$ cat src/rtl/mem_arbiter_if.sv
// Memory-side bus of mem_arbiter: one registered request with a single-cycle ack.
// Signals: mem_req_o, mem_we_o, mem_addr_o, mem_wdata_o (arbiter drives); mem_rdata_i, mem_ack_i (memory drives).
interface mem_arbiter_if #(
   parameter int ADDR_W = 32,
   parameter int DATA_W = 32
);
   logic              mem_req_o;
   logic              mem_we_o;
   logic [ADDR_W-1:0] mem_addr_o;
   logic [DATA_W-1:0] mem_wdata_o;
   logic [DATA_W-1:0] mem_rdata_i;
   logic              mem_ack_i;

   modport master (
      output mem_req_o, mem_we_o, mem_addr_o, mem_wdata_o,
      input  mem_rdata_i, mem_ack_i
   );

   modport slave (
      input  mem_req_o, mem_we_o, mem_addr_o, mem_wdata_o,
      output mem_rdata_i, mem_ack_i
   );
endinterface

$ cat src/rtl/mem_arbiter.sv
// Shares one handshaked memory between IF and DM ports, DM first, with per-port served flags.
// Ports: clk_i, rst_i (sync, high); IF req/addr/data/stall; DM req/we/addr/wdata/rdata/stall;
// pipe_adv_i; mem (mem_arbiter_if.master); err_o only with MEM_ARB_TIMEOUT_EN defined.
module mem_arbiter #(
   parameter int ADDR_W  = 32,
   parameter int DATA_W  = 32,
   parameter int TIMEOUT = 64
) (
   input  logic              clk_i,
   input  logic              rst_i,
   input  logic              if_req_i,
   input  logic [ADDR_W-1:0] if_addr_i,
   output logic [DATA_W-1:0] if_data_o,
   output logic              if_stall_o,
   input  logic              dm_req_i,
   input  logic              dm_we_i,
   input  logic [ADDR_W-1:0] dm_addr_i,
   input  logic [DATA_W-1:0] dm_wdata_i,
   output logic [DATA_W-1:0] dm_rdata_o,
   output logic              dm_stall_o,
   input  logic              pipe_adv_i,
`ifdef MEM_ARB_TIMEOUT_EN
   output logic              err_o,
`endif
   mem_arbiter_if.master     mem
);

   typedef enum logic [1:0] {
      IDLE,
      BUSY_DM,
      BUSY_IF
   } state_t;

   state_t            state;
   logic              if_valid;
   logic              dm_valid;
   logic              if_pend;
   logic              dm_pend;
   logic              req_q;
   logic              we_q;
   logic [ADDR_W-1:0] addr_q;
   logic [DATA_W-1:0] wdata_q;
   logic              expire;
   logic              done;
   logic [DATA_W-1:0] rsp_data;

   assign dm_pend    = dm_req_i & ~dm_valid;
   assign if_pend    = if_req_i & ~if_valid;
   assign dm_stall_o = dm_pend;
   assign if_stall_o = if_pend;

   assign mem.mem_req_o   = req_q;
   assign mem.mem_we_o    = we_q;
   assign mem.mem_addr_o  = addr_q;
   assign mem.mem_wdata_o = wdata_q;

`ifdef MEM_ARB_TIMEOUT_EN
   localparam int CNT_W = (TIMEOUT < 255) ? 8 : $clog2(TIMEOUT + 1);

   logic [CNT_W-1:0] cnt;

   // A real ack in the expiry cycle still wins over the abort.
   assign expire = ~mem.mem_ack_i & (cnt == CNT_W'(TIMEOUT - 1));
`else
   logic unused_timeout;

   assign unused_timeout = (TIMEOUT > 0);
   assign expire         = 1'b0;
`endif

   assign done     = (state != IDLE) & (mem.mem_ack_i | expire);
   assign rsp_data = expire ? DATA_W'(32'hDEADBEEF) : mem.mem_rdata_i;

   always_ff @(posedge clk_i) begin
      if (rst_i) begin
         state      <= IDLE;
         req_q      <= 1'b0;
         we_q       <= 1'b0;
         addr_q     <= '0;
         wdata_q    <= '0;
         if_data_o  <= '0;
         dm_rdata_o <= '0;
         if_valid   <= 1'b0;
         dm_valid   <= 1'b0;
`ifdef MEM_ARB_TIMEOUT_EN
         cnt        <= '0;
         err_o      <= 1'b0;
`endif
      end else begin
         // Advance retires the current instruction; its requests become new.
         if (pipe_adv_i) begin
            if_valid <= 1'b0;
            dm_valid <= 1'b0;
         end
`ifdef MEM_ARB_TIMEOUT_EN
         if (state == IDLE) cnt <= '0;
         else               cnt <= cnt + 1'b1;
         if (done && expire) err_o <= 1'b1;
`endif
         unique case (state)
            IDLE: begin
               if (dm_pend) begin
                  state   <= BUSY_DM;
                  req_q   <= 1'b1;
                  we_q    <= dm_we_i;
                  addr_q  <= dm_addr_i;
                  wdata_q <= dm_wdata_i;
               end else if (if_pend) begin
                  state   <= BUSY_IF;
                  req_q   <= 1'b1;
                  we_q    <= 1'b0;
                  addr_q  <= if_addr_i;
               end
            end
            BUSY_DM: begin
               if (done) begin
                  state <= IDLE;
                  req_q <= 1'b0;
                  if (!we_q || expire) dm_rdata_o <= rsp_data;
                  if (dm_req_i && !pipe_adv_i) dm_valid <= 1'b1;
               end
            end
            BUSY_IF: begin
               if (done) begin
                  state     <= IDLE;
                  req_q     <= 1'b0;
                  if_data_o <= rsp_data;
                  if (if_req_i && !pipe_adv_i) if_valid <= 1'b1;
               end
            end
            default: begin
               state <= IDLE;
               req_q <= 1'b0;
            end
         endcase
      end
   end

endmodule
$ cat src/flat_wrapper.sv
// flat-port wrapper written by rule: the top's interface ports become plain ports
module mem_arbiter_flat 
#(
   parameter int ADDR_W  = 32,
   parameter int DATA_W  = 32,
   parameter int TIMEOUT = 64
)
  (clk_i, rst_i, if_req_i, if_addr_i, if_data_o, if_stall_o, dm_req_i, dm_we_i, dm_addr_i, dm_wdata_i, dm_rdata_o, dm_stall_o, pipe_adv_i, mem_mem_req_o, mem_mem_we_o, mem_mem_addr_o, mem_mem_wdata_o, mem_mem_rdata_i, mem_mem_ack_i);
  mem_arbiter_if #(.ADDR_W(ADDR_W), .DATA_W(DATA_W)) mem_i ();
  input  logic clk_i;
  input  logic rst_i;
  input  logic if_req_i;
  input  logic [ADDR_W-1:0] if_addr_i;
  output logic [DATA_W-1:0] if_data_o;
  output logic if_stall_o;
  input  logic dm_req_i;
  input  logic dm_we_i;
  input  logic [ADDR_W-1:0] dm_addr_i;
  input  logic [DATA_W-1:0] dm_wdata_i;
  output logic [DATA_W-1:0] dm_rdata_o;
  output logic dm_stall_o;
  input  logic pipe_adv_i;
  output wire logic [$bits(mem_i.mem_req_o)-1:0] mem_mem_req_o;
  output wire logic [$bits(mem_i.mem_we_o)-1:0] mem_mem_we_o;
  output wire logic [$bits(mem_i.mem_addr_o)-1:0] mem_mem_addr_o;
  output wire logic [$bits(mem_i.mem_wdata_o)-1:0] mem_mem_wdata_o;
  input wire logic [$bits(mem_i.mem_rdata_i)-1:0] mem_mem_rdata_i;
  input wire logic [$bits(mem_i.mem_ack_i)-1:0] mem_mem_ack_i;
  assign mem_mem_req_o = mem_i.mem_req_o;
  assign mem_mem_we_o = mem_i.mem_we_o;
  assign mem_mem_addr_o = mem_i.mem_addr_o;
  assign mem_mem_wdata_o = mem_i.mem_wdata_o;
  assign mem_i.mem_rdata_i = mem_mem_rdata_i;
  assign mem_i.mem_ack_i = mem_mem_ack_i;
  mem_arbiter #(.ADDR_W(ADDR_W), .DATA_W(DATA_W), .TIMEOUT(TIMEOUT)) u_core (.clk_i(clk_i), .rst_i(rst_i), .if_req_i(if_req_i), .if_addr_i(if_addr_i), .if_data_o(if_data_o), .if_stall_o(if_stall_o), .dm_req_i(dm_req_i), .dm_we_i(dm_we_i), .dm_addr_i(dm_addr_i), .dm_wdata_i(dm_wdata_i), .dm_rdata_o(dm_rdata_o), .dm_stall_o(dm_stall_o), .pipe_adv_i(pipe_adv_i), .mem(mem_i));
endmodule
$ cat config.mk
export PLATFORM = sky130hd
export DESIGN_NAME = mem_arbiter_flat
export DESIGN_NICKNAME = d
export VERILOG_FILES = /design/src/rtl/mem_arbiter_if.sv /design/src/rtl/mem_arbiter.sv /design/src/flat_wrapper.sv
export SDC_FILE = /design/constraint.sdc
export NUM_CORES = 1
export LEC_CHECK = 0
export ABC_AREA = 1
export CAP_MARGIN = 5
export CORE_ASPECT_RATIO = 0.5
export CORE_MARGIN = 4
export CORE_UTILIZATION = 41
export DETAILED_ROUTE_END_ITERATION = 16
export MAX_ROUTING_LAYER = met4
export PLACE_DENSITY = 0.84
export REMOVE_ABC_BUFFERS = 1
export SKIP_LAST_GASP = 1
export SLEW_MARGIN = 20
export SYNTH_ARGS = -nofsm -noshare
export SYNTH_HDL_FRONTEND = slang
export SYNTH_SLANG_ARGS = --single-unit
$ cat constraint.sdc
create_clock -name clk_i -period 1.6 [get_ports clk_i]
set_input_delay 0.24 -clock clk_i [delete_from_list [all_inputs] [get_ports clk_i]]
set_output_delay 0.24 -clock clk_i [all_outputs]
set_load 0.02 [all_outputs]
==> flow_metrics.env <==
export IMPL_synth_area_leaders="dfxtp_1 (49%), nand2_1 (14%), nor2_1 (9.1%)"
export IMPL_crit_path_start_kind="register"
export IMPL_place_port_buffers=266
export IMPL_netlist_area_um2=5490
export IMPL_ys_seq_area_share_pct=48.9
export IMPL_grt_max_degree=68
export IMPL_rows=29
export IMPL_path_cells="clkdlybuf4s50_1"
export IMPL_synth_flop_cell="dfxtp_1"
export IMPL_crit_buf_inv=1
export IMPL_slew_headroom_pct=75.7
export IMPL_dp_cells=1158
export IMPL_worst_r2r_cell_count=8
export IMPL_postRouteAntennaNets=0
export IMPL_worst_path_max_delay_cell="clkdlybuf4s50_1"
export IMPL_overflow=0
export IMPL_start_util_pct=42.6
export IMPL_critPathKind="reg2out"
export IMPL_clk_pin_slew_ns=0.06
export IMPL_place_hpwl_mm=12.9
export IMPL_multi_input_area_um2=2490
export IMPL_hp_class="in2reg"
export IMPL_slew_viol_final=0
export IMPL_synth_cell_types=24
export IMPL_finalCritPeriodShare_pct=97.6
export IMPL_ff_latch_area_um2=2690
export IMPL_vdd_drop_max_v=0.000686
export IMPL_wl_per_cell_um=15.8
export IMPL_avgSynthCellArea_um2=7.29
export IMPL_ys_seq_elements=134
export IMPL_clkSinkCount=134
export IMPL_total_leakage_power_uw=0.00491
export IMPL_die_area_um2=15400
export IMPL_cp_end_kind="output pin"
export IMPL_rr_endpoint="u_core.dm_rdata_o[12]"
export IMPL_cts_tree="done"
export IMPL_rsz0062_at_grt="true"
export IMPL_worst_pin_slew_ns=0.364
export IMPL_clk_latency_ns=0.41
export IMPL_cap_violations=0
export IMPL_synth_common_cells="nand2_1 (202), dfxtp_1 (134), nor2_1 (133), a21oi_1 (70), nand3_1 (70)"
export IMPL_routed_via_density=5.07
export IMPL_diodes=0
export IMPL_whs_endpoint="u_core.dm_valid"
export IMPL_cts_buffers=17
export IMPL_fill_cells=1028
export IMPL_remaining_drc_errors=0
export IMPL_htree_levels=4
export IMPL_fin_nets=1148
export IMPL_max_freq_mhz=640
export IMPL_r2r_slack_ns=0.06
export IMPL_synth_edff_count=0
export IMPL_setup_ws_ns=0.0387
export IMPL_grt_pass1_wl_mm=28.8
export IMPL_hold_violations=0
export IMPL_design_core_area_um2=12900
export IMPL_ios=267
export IMPL_powerDensity_nw_per_um2=1440
export IMPL_die_w_um=172
export IMPL_ys_warn_count=0
export IMPL_drtIter0Drc=364
export IMPL_slowest_delay_ns=0.60
export IMPL_rr_startpoint="u_core.state[0]"
export IMPL_setup_violations=0
export IMPL_synth_async_reset_ratio_pct=0
export IMPL_fin_cells=1192
export IMPL_synth_top_area_cell="dfxtp_1"
export IMPL_grt_usage_pct=23.5
export IMPL_total_power_uw=13200
export IMPL_syn_to_final_growth_pct=67.3
export IMPL_fin_skew_ns=0.00911
export IMPL_whs_ns=0.151
export IMPL_fin_crit_ns=1.56
export IMPL_dp_slack_ns=-0.192
export IMPL_layout_drive_gt1_share_pct=7.44
export IMPL_path_depth=1
export IMPL_cts_hold_buf=0
export IMPL_synth_top_area_share_pct=48.9
export IMPL_crit_arrival_ns=1.32
export IMPL_fin_util_pct=71.3
export IMPL_min_path_cells=3
export IMPL_drt_pass1_iter_count=5
export IMPL_postSynthCellCount=752
export IMPL_status="complete, no violations"
export IMPL_grt_pass1_vias=5764
export IMPL_cts_buffer_depth=2
export IMPL_routed_wirelength_mm=18.9
export IMPL_num_vias=6044
export IMPL_gp_congestion=0.834
export IMPL_antenna_found_initial=0
export IMPL_cp_data_required_time_ns=1.36
export IMPL_cts_setup_buffers=0
export IMPL_path_delay_family="buffers and inverters"
export IMPL_hold_path_startpoint="rst_i"
export IMPL_synth_most_common_cell="nand2_1"
export IMPL_die_h_um=89.8
export IMPL_cts_root_buffer_cell="clkbuf_16"
export IMPL_path_max_fanout=2
cells in the final DEF, fill, tap and decap left out, drive strengths merged:
cell type      instances
clkinvlp               4
clkinv                 4
or2                    1
dfxtp                134
a21oi                 70
buf                   27
bufinv                 3
dlymetal6s2s          59
clkbuf                21
nand3                 70
dlygate4sd2           72
o21ai                 33
inv                   13
nor2                 135
clkdlybuf4s50        134
nand3b                32
nand2                206
ha                     4
tightest hold or removal path, delay by kind of cell:
kind	cells	cell delay (ns)
compound gates	1	0.03
buf+inv	1	0.11
simple gates	1	0.12
metal layers:
layer	wire length [µm]	GRT usage (%)	vias up
met4	705	12.1	0
met2	9610	39.5	251
met1	7410	26.2	2799
met5	0	-	-
li1	-	-	2937
met3	1160	4.95	57
where the power goes:
part	leakage [µW]	switching [µW]	internal, µW	total, µW
Clock	0.000286	1530	2510	4040
Sequential	0.00110	266	3920	4190
Combinational	0.00353	2920	2090	5010
state kept, by name (all words and copies together), names as in the netlist, 2 cells and up:
name	cells
u_core.mem.mem_addr_o	32
u_core.if_data_o	32
u_core.mem.mem_wdata_o	32
u_core.dm_rdata_o	32
u_core.state	2
stage by stage:
stage	cell area, µm²	TNS [ns]
3_3_place_gp	8430	-5.14
3_5_place_dp	8430	-8.21
2_1_floorplan	5200	-55.66
4_1_cts	8950	0
5_1_grt	9180	-0.0308
6_report	9180	0
worst max-delay path by stage:
stage | startpoint | endpoint | slack, ns
after floorplan | u_core.state[1] | u_core.dm_rdata_o[0] | -0.92
after global placement | dm_req_i | dm_stall_o | -0.15
after detailed placement | dm_req_i | u_core.mem.mem_wdata_o[2] | -0.19
after CTS | u_core.dm_rdata_o[27] | dm_rdata_o[27] | 0.0004
after global routing | u_core.state[0] | u_core.dm_rdata_o[24] | -0.02
final | u_core.dm_rdata_o[21] | dm_rdata_o[21] | 0.04
cell type report:
| type | count | area share, % |
|---|---|---|
| clock buffers | 19 | 4.83 |
| clock inverters | 13 | 1.88 |
| inverters | 11 | 0.504 |
| multi-input cells | 551 | 27.1 |
| flip-flops and latches | 134 | 29.3 |
| well taps | 170 | 2.32 |
| repair buffers | 294 | 34.1 |
repair_timing:
action	4_1_cts	5_1_grt
setup endpoints to repair	72	131
hold endpoints to repair	0	0
gates resized for setup	72	67
gates cloned	0	2
cells by family (layout without fill, tap and decap cells):
logic type / after synthesis / in the layout / synth area share, %
flip-flops: 134 / 134 / 48.9
adder cells (fa/ha/maj): 4 / 4 / 0.912
AO/OA/AOI/OAI: 103 / 103 / 9.47
buffers and inverters: 67 / 337 / 6.04
AND/OR/NAND/NOR: 444 / 444 / 34.7
No activity file was read; power rests on OpenSTA's default activity.
